==> config.mk <==
export PLATFORM = sky130hd
export DESIGN_NAME = interval_meter
export DESIGN_NICKNAME = d
export VERILOG_FILES = /design/src/rtl/interval_meter.sv
export SDC_FILE = /design/constraint.sdc
export NUM_CORES = 1
export LEC_CHECK = 0
export ABC_AREA = 1
export BUFFER_PORTS_ARGS = -buffer_cell sky130_fd_sc_hd__clkbuf_2
export CORE_ASPECT_RATIO = 0.8
export CORE_UTILIZATION = 49
export DETAILED_ROUTE_END_ITERATION = 8
export GPL_ROUTABILITY_DRIVEN = 0
export GPL_TIMING_DRIVEN = 1
export PLACE_DENSITY = 0.69
export SETUP_SLACK_MARGIN = 0.3
export SLEW_MARGIN = 0
export SYNTH_ARGS = -nofsm -noshare
export SYNTH_HDL_FRONTEND = slang
export SYNTH_SLANG_ARGS = --single-unit
==> constraint.sdc <==
create_clock -name I_Clk -period 4.1 [get_ports I_Clk]
set_input_delay 0.205 -clock I_Clk [delete_from_list [all_inputs] [get_ports I_Clk]]
set_output_delay 0.205 -clock I_Clk [all_outputs]
set_load 0.02 [all_outputs]
==> src/rtl/interval_meter.sv <==
// ----------------------------------------------------------------------------
// interval_meter
//
// Measures the time between two consecutive rising edges of an external
// trigger line. The result is whole microseconds plus residual clocks and
// is returned through a req/busy/ack handshake.
//
// Ports:
//   I_Clk         system clock
//   I_rst         synchronous, active-high reset
//   I_trig        asynchronous trigger line (rising edges are measured)
//   I_app_req     start request, only looked at while idle
//   O_app_busy    high while armed or measuring (registered, one cycle late)
//   O_app_ack     one-cycle pulse, result outputs valid in the same cycle
//   O_app_us      measured whole microseconds
//   O_app_clk     residual clocks, 0..CLK_FRE-1
//   O_app_timeout qualifies O_app_ack: 1 = measurement gave up
//
// Parameters:
//   CLK_FRE    clock frequency in MHz (clocks per microsecond), 1..256
//   TIMEOUT_US give-up limit in microseconds for each phase, >= 1
//   LOOP       1 = back-to-back period measurement, 0 = single shot
// ----------------------------------------------------------------------------
module interval_meter #(
    parameter int          CLK_FRE    = 50,
    parameter logic [31:0] TIMEOUT_US = 32'd1000,
    parameter logic        LOOP       = 1'b0
) (
    input  logic        I_Clk,
    input  logic        I_rst,
    input  logic        I_trig,
    input  logic        I_app_req,
    output logic        O_app_busy,
    output logic        O_app_ack,
    output logic [31:0] O_app_us,
    output logic [7:0]  O_app_clk,
    output logic        O_app_timeout
);

    // Last value of the residual-clock counter before it wraps.
    localparam logic [7:0]  CLK_MAX    = 8'(CLK_FRE - 1);
    // us_cnt value in the final microsecond before the timeout limit.
    localparam logic [31:0] US_LAST    = TIMEOUT_US - 32'd1;
    // Counter value one clock after an interval starts. With CLK_FRE=1 a
    // single clock is already a whole microsecond.
    localparam logic [7:0]  CLK_START  = (CLK_FRE == 1) ? 8'd0  : 8'd1;
    localparam logic [31:0] US_START   = (CLK_FRE == 1) ? 32'd1 : 32'd0;

    typedef enum logic [1:0] {
        S_IDLE = 2'd0,
        S_ARM  = 2'd1,
        S_MEAS = 2'd2,
        S_DONE = 2'd3
    } state_t;

    state_t      state, state_nx;

    logic        trig_s1, trig_s2, trig_s3;
    logic        trig_rise;

    logic [31:0] us_cnt;
    logic [7:0]  clk_cnt;
    logic        at_limit;

    logic        cnt_clr;
    logic        cnt_start;
    logic        finish;
    logic        finish_to;

    // ------------------------------------------------------------------
    // Trigger synchroniser and registered rising-edge detector. An edge on
    // I_trig shows up on trig_rise three clocks later, the same for every
    // edge, so it cancels out of the measured difference.
    // ------------------------------------------------------------------
    always_ff @(posedge I_Clk) begin
        if (I_rst) begin
            trig_s1   <= 1'b0;
            trig_s2   <= 1'b0;
            trig_s3   <= 1'b0;
            trig_rise <= 1'b0;
        end else begin
            trig_s1   <= I_trig;
            trig_s2   <= trig_s1;
            trig_s3   <= trig_s2;
            trig_rise <= trig_s2 & ~trig_s3;
        end
    end

    // ------------------------------------------------------------------
    // Interval counter. Restarted on the clock that ends the start-edge
    // cycle, so in the cycle of the next edge it holds exactly t1 - t0.
    // In S_ARM it counts from zero at S_ARM entry to time the wait for the
    // first edge.
    // ------------------------------------------------------------------
    always_ff @(posedge I_Clk) begin
        if (I_rst || cnt_clr) begin
            us_cnt  <= 32'd0;
            clk_cnt <= 8'd0;
        end else if (cnt_start) begin
            us_cnt  <= US_START;
            clk_cnt <= CLK_START;
        end else if (clk_cnt == CLK_MAX) begin
            us_cnt  <= us_cnt + 32'd1;
            clk_cnt <= 8'd0;
        end else begin
            clk_cnt <= clk_cnt + 8'd1;
        end
    end

    // True in the cycle whose closing clock would bring the count to
    // TIMEOUT_US*CLK_FRE. Deciding here puts the timeout ack exactly
    // TIMEOUT_US*CLK_FRE clocks after the phase started.
    assign at_limit = (us_cnt == US_LAST) && (clk_cnt == CLK_MAX);

    // ------------------------------------------------------------------
    // FSM: state register
    // ------------------------------------------------------------------
    always_ff @(posedge I_Clk) begin
        if (I_rst) begin
            state <= S_IDLE;
        end else begin
            state <= state_nx;
        end
    end

    // ------------------------------------------------------------------
    // FSM: next state and datapath controls. An edge always takes priority
    // over a timeout landing in the same cycle.
    // ------------------------------------------------------------------
    always_comb begin
        state_nx  = state;
        cnt_clr   = 1'b0;
        cnt_start = 1'b0;
        finish    = 1'b0;
        finish_to = 1'b0;
        case (state)
            S_IDLE: begin
                cnt_clr = 1'b1;
                if (I_app_req) begin
                    state_nx = S_ARM;
                end
            end
            S_ARM: begin
                if (trig_rise) begin
                    cnt_start = 1'b1;
                    state_nx  = S_MEAS;
                end else if (at_limit) begin
                    finish    = 1'b1;
                    finish_to = 1'b1;
                    state_nx  = S_DONE;
                end
            end
            S_MEAS: begin
                if (trig_rise) begin
                    // The terminating edge is also the start of the next
                    // interval in loop mode; restarting here leaves no gap.
                    finish    = 1'b1;
                    cnt_start = 1'b1;
                    state_nx  = S_DONE;
                end else if (at_limit) begin
                    finish    = 1'b1;
                    finish_to = 1'b1;
                    state_nx  = S_DONE;
                end
            end
            S_DONE: begin
                // O_app_timeout already holds this result's flag here.
                if (LOOP && !O_app_timeout) begin
                    state_nx = S_MEAS;
                end else begin
                    state_nx = S_IDLE;
                end
            end
            default: begin
                state_nx = S_IDLE;
            end
        endcase
    end

    // ------------------------------------------------------------------
    // Result registers and handshake outputs. Results change only together
    // with an ack and hold until the next one.
    // ------------------------------------------------------------------
    always_ff @(posedge I_Clk) begin
        if (I_rst) begin
            O_app_ack     <= 1'b0;
            O_app_us      <= 32'd0;
            O_app_clk     <= 8'd0;
            O_app_timeout <= 1'b0;
        end else begin
            O_app_ack <= finish;
            if (finish) begin
                if (finish_to) begin
                    O_app_us      <= TIMEOUT_US;
                    O_app_clk     <= 8'd0;
                    O_app_timeout <= 1'b1;
                end else begin
                    O_app_us      <= us_cnt;
                    O_app_clk     <= clk_cnt;
                    O_app_timeout <= 1'b0;
                end
            end
        end
    end

    // Registered decode, so busy follows the state one cycle late.
    always_ff @(posedge I_Clk) begin
        if (I_rst) begin
            O_app_busy <= 1'b0;
        end else begin
            O_app_busy <= (state == S_ARM) || (state == S_MEAS);
        end
    end

endmodule
==> run summary <==
Hold Buf Count CTS -> 0
Fillers -> 796
Synthesized Nets -> 572
Ports -> 47
Pwr dens -> 343 nW/um2
Post-Syn Area per Cell -> 7.24 um2
Layout Utilization -> 0.574
TritonCTS clock tree -> done
Initial antenna violation count -> 0
First-pass DRT Iterations -> 5
CORE AREA -> 7980 um2
Worst slew margin -> 0.533
PortBufs -> 46
Most used DFF post-synth -> dfxtp_1
EDFF count, synth -> 0
Setup TNS -> 0 ps
CP Cell Sequence -> ha_1 -> nand2_1 -> nor2_1 -> nand2_1 -> buf_4 -> nor2_1 -> nand3_1 -> nand2_1 -> nand3_2 -> inv_2 -> o21ai_0 -> nand2_1
Max H-tree Level -> 3
Die Y -> 83.4 um
Die ar. -> 8660 um2
Clock Skew -> 6.98 ps
Most area-consuming cells after synthesis -> dfxtp_1 44%, nand2_1 11%, nand3_1 8.0%, inv_1 5.8%, nor2_1 4.7%
RSZ-0062 raised after global routing -> false
Critical Path AT -> 2920 ps
WHS Path Cells -> 3
Commonest non-fill, non-tap cell in the layout -> nand2_1
Final worst path period share -> 0.634
Commonest cells after routing, fill and taps aside -> 118 x nand2_1, 89 x dfxtp_1, 65 x nand3_1, 63 x inv_1, 51 x nor2_1
HP Class -> input pin to flop
Seq/Total Area, Yosys -> 0.439
Worst path slowest cell -> nand3_2
FF+latch count, synth -> 89
CTS root buf -> clkbuf_8
Vias per cell -> 5.19
Diodes inserted -> 0
Synth-to-Final Area Change -> 12.7%
Netlist Area Pre-Place -> 4060 um2
Post-cts sizing count -> 0
First-pass GRT wire length -> 16,200 um
GR Util All Layers -> 0.236
CP Class -> flop to flop
Share of the synthesized area in the top cell type -> 0.439
Crit path depth -> 12
Leading area contributor after synthesis -> dfxtp_1
CTS Buf Count -> 9
Initial core utilization -> 0.509
Wire length per cell -> 13.7 um
Critical Path Start Type -> flop
Achievable Freq -> 385 MHz
Max Slew Vio Count -> 0
Die extent in x -> 104 um
ANT nets after route -> 0
Max VDD drop -> 0.208 mV
Cell variety after synth -> 28
Largest net degree at the start of global routing -> 34
Clock latency on the worst-skew pair -> 380 ps
Final number of hold-violating endpoints -> 0
Leakage power -> 1.83 nW
Yosys warns -> 0
Family with the most delay on the worst path -> simple AND/OR/NAND/NOR gates
Min Tclk post-route -> 2600 ps
Post-synth ARST share -> 0
Buf/Inv on CP -> 2
Violation count after the first detailed-route iteration -> 365
Max incr delay on CP -> 540 ps
DPL Wire Length -> 7180 um
DRC violations left -> 0
Share of layout cells above drive strength 1 -> 0.140
Routed wire length -> 9850 um
Clock Sinks -> 89
Crit end category -> flop
Reg2reg path depth -> 12
Syn Inst Count -> 561
CP Max Fanout -> 33
GRT overflow -> 0
Multi-input logic area -> 1940 um2
Critical Path Most Common Cell -> nand2_1
Nets -> 615
Worst-Margin Slew -> 700 ps
Setup violators final -> 0
Row count -> 29
Max-cap violations -> 0
Total number of vias -> 3,720
Reg clk slew, reported paths -> 90 ps
Status -> completed
Post-CTS Setup Inserts -> 0
CP Data Required Time -> 4420 ps
Vias in the first global route -> 3,354
Max clock buf depth -> 2
Register area -> 1780 um2
report_power, final:
part | switching, W | internal (W)
sequential | 0.00000362 | 0.000868
clock | 0.000339 | 0.000305
combinational | 0.0000385 | 0.0000140
metrics by stage:
step                total power, W  worst slack, ps  hold slack, ps  cells  instance area, um2
global route               0.00162             1190            22.4    717                4580
finish                     0.00157             1500            10.2    717                4580
CTS                        0.00158             1500            11.3    717                4580
global placement          0.000942             1640             381    701                4370
detailed placement        0.000944             1540             386    701                4370
floorplan                 0.000929             2510             312    561                4060
worst min-delay path, stage by stage:
cell	delay (ps)
clkbuf_2	80
inv_1	40
nor2_1	30
synthesized netlist by cell type (4+ instances only):
| cell | number |
|---|---|
| nor2_1 | 51 |
| a21oi_1 | 32 |
| inv_1 | 63 |
| inv_2 | 4 |
| ha_1 | 7 |
| dfxtp_1 | 89 |
| xor2_1 | 12 |
| nand3_1 | 65 |
| nand4_1 | 10 |
| buf_2 | 11 |
| nand2_1 | 118 |
| o21ai_1 | 31 |
| o21ai_0 | 18 |
| clkbuf_1 | 6 |
| nor3_1 | 22 |
registers in the layout (all words and copies together) (netlist names):
register and flops:
O_app_us 32, us_cnt 32, O_app_clk 8, clk_cnt 8, state 2, O_app_ack 1, O_app_busy 1, O_app_timeout 1
trig_rise 1, trig_s1 1, trig_s2 1, trig_s3 1
worst paths after layout:
path                                       startpoint                  endpoint  slack [ps]
worst max register to register  clk_cnt[0]$_SDFF_PP0_  O_app_us[3]$_SDFFE_PP0P_        1500
worst max-delay path            clk_cnt[0]$_SDFF_PP0_  O_app_us[3]$_SDFFE_PP0P_        1500
worst min-delay path                           I_trig        trig_s1$_SDFF_PP0_          10
worst min register to register     trig_s3$_SDFF_PP0_      trig_rise$_SDFF_PP0_         400
cell families after synthesis:
family / synth area share
buffers and inverters: 0.0847
DFF: 0.439
and+or+nand+nor: 0.327
adders and majority gates: 0.0216
xor gates and xnor gates: 0.0259
AOI/OAI and AO/OA: 0.102
layer usage:
metal  GRT usage  share of wire
met5           0              0
met4      0.0727          0.013
met3      0.0447          0.053
met2       0.345           0.42
met1       0.349           0.52
layout make-up:
class                           instances  share of cell area
Clock inverter                          6              0.0158
Multi-Input combinational cell        386               0.423
Timing Repair Buffer                   50              0.0568
Sequential cell                        89               0.389
Tap cell                              108              0.0295
Inverter                               68              0.0557
Clock buffer                           10              0.0301
Note: power is estimated with default switching activity, not from simulation.
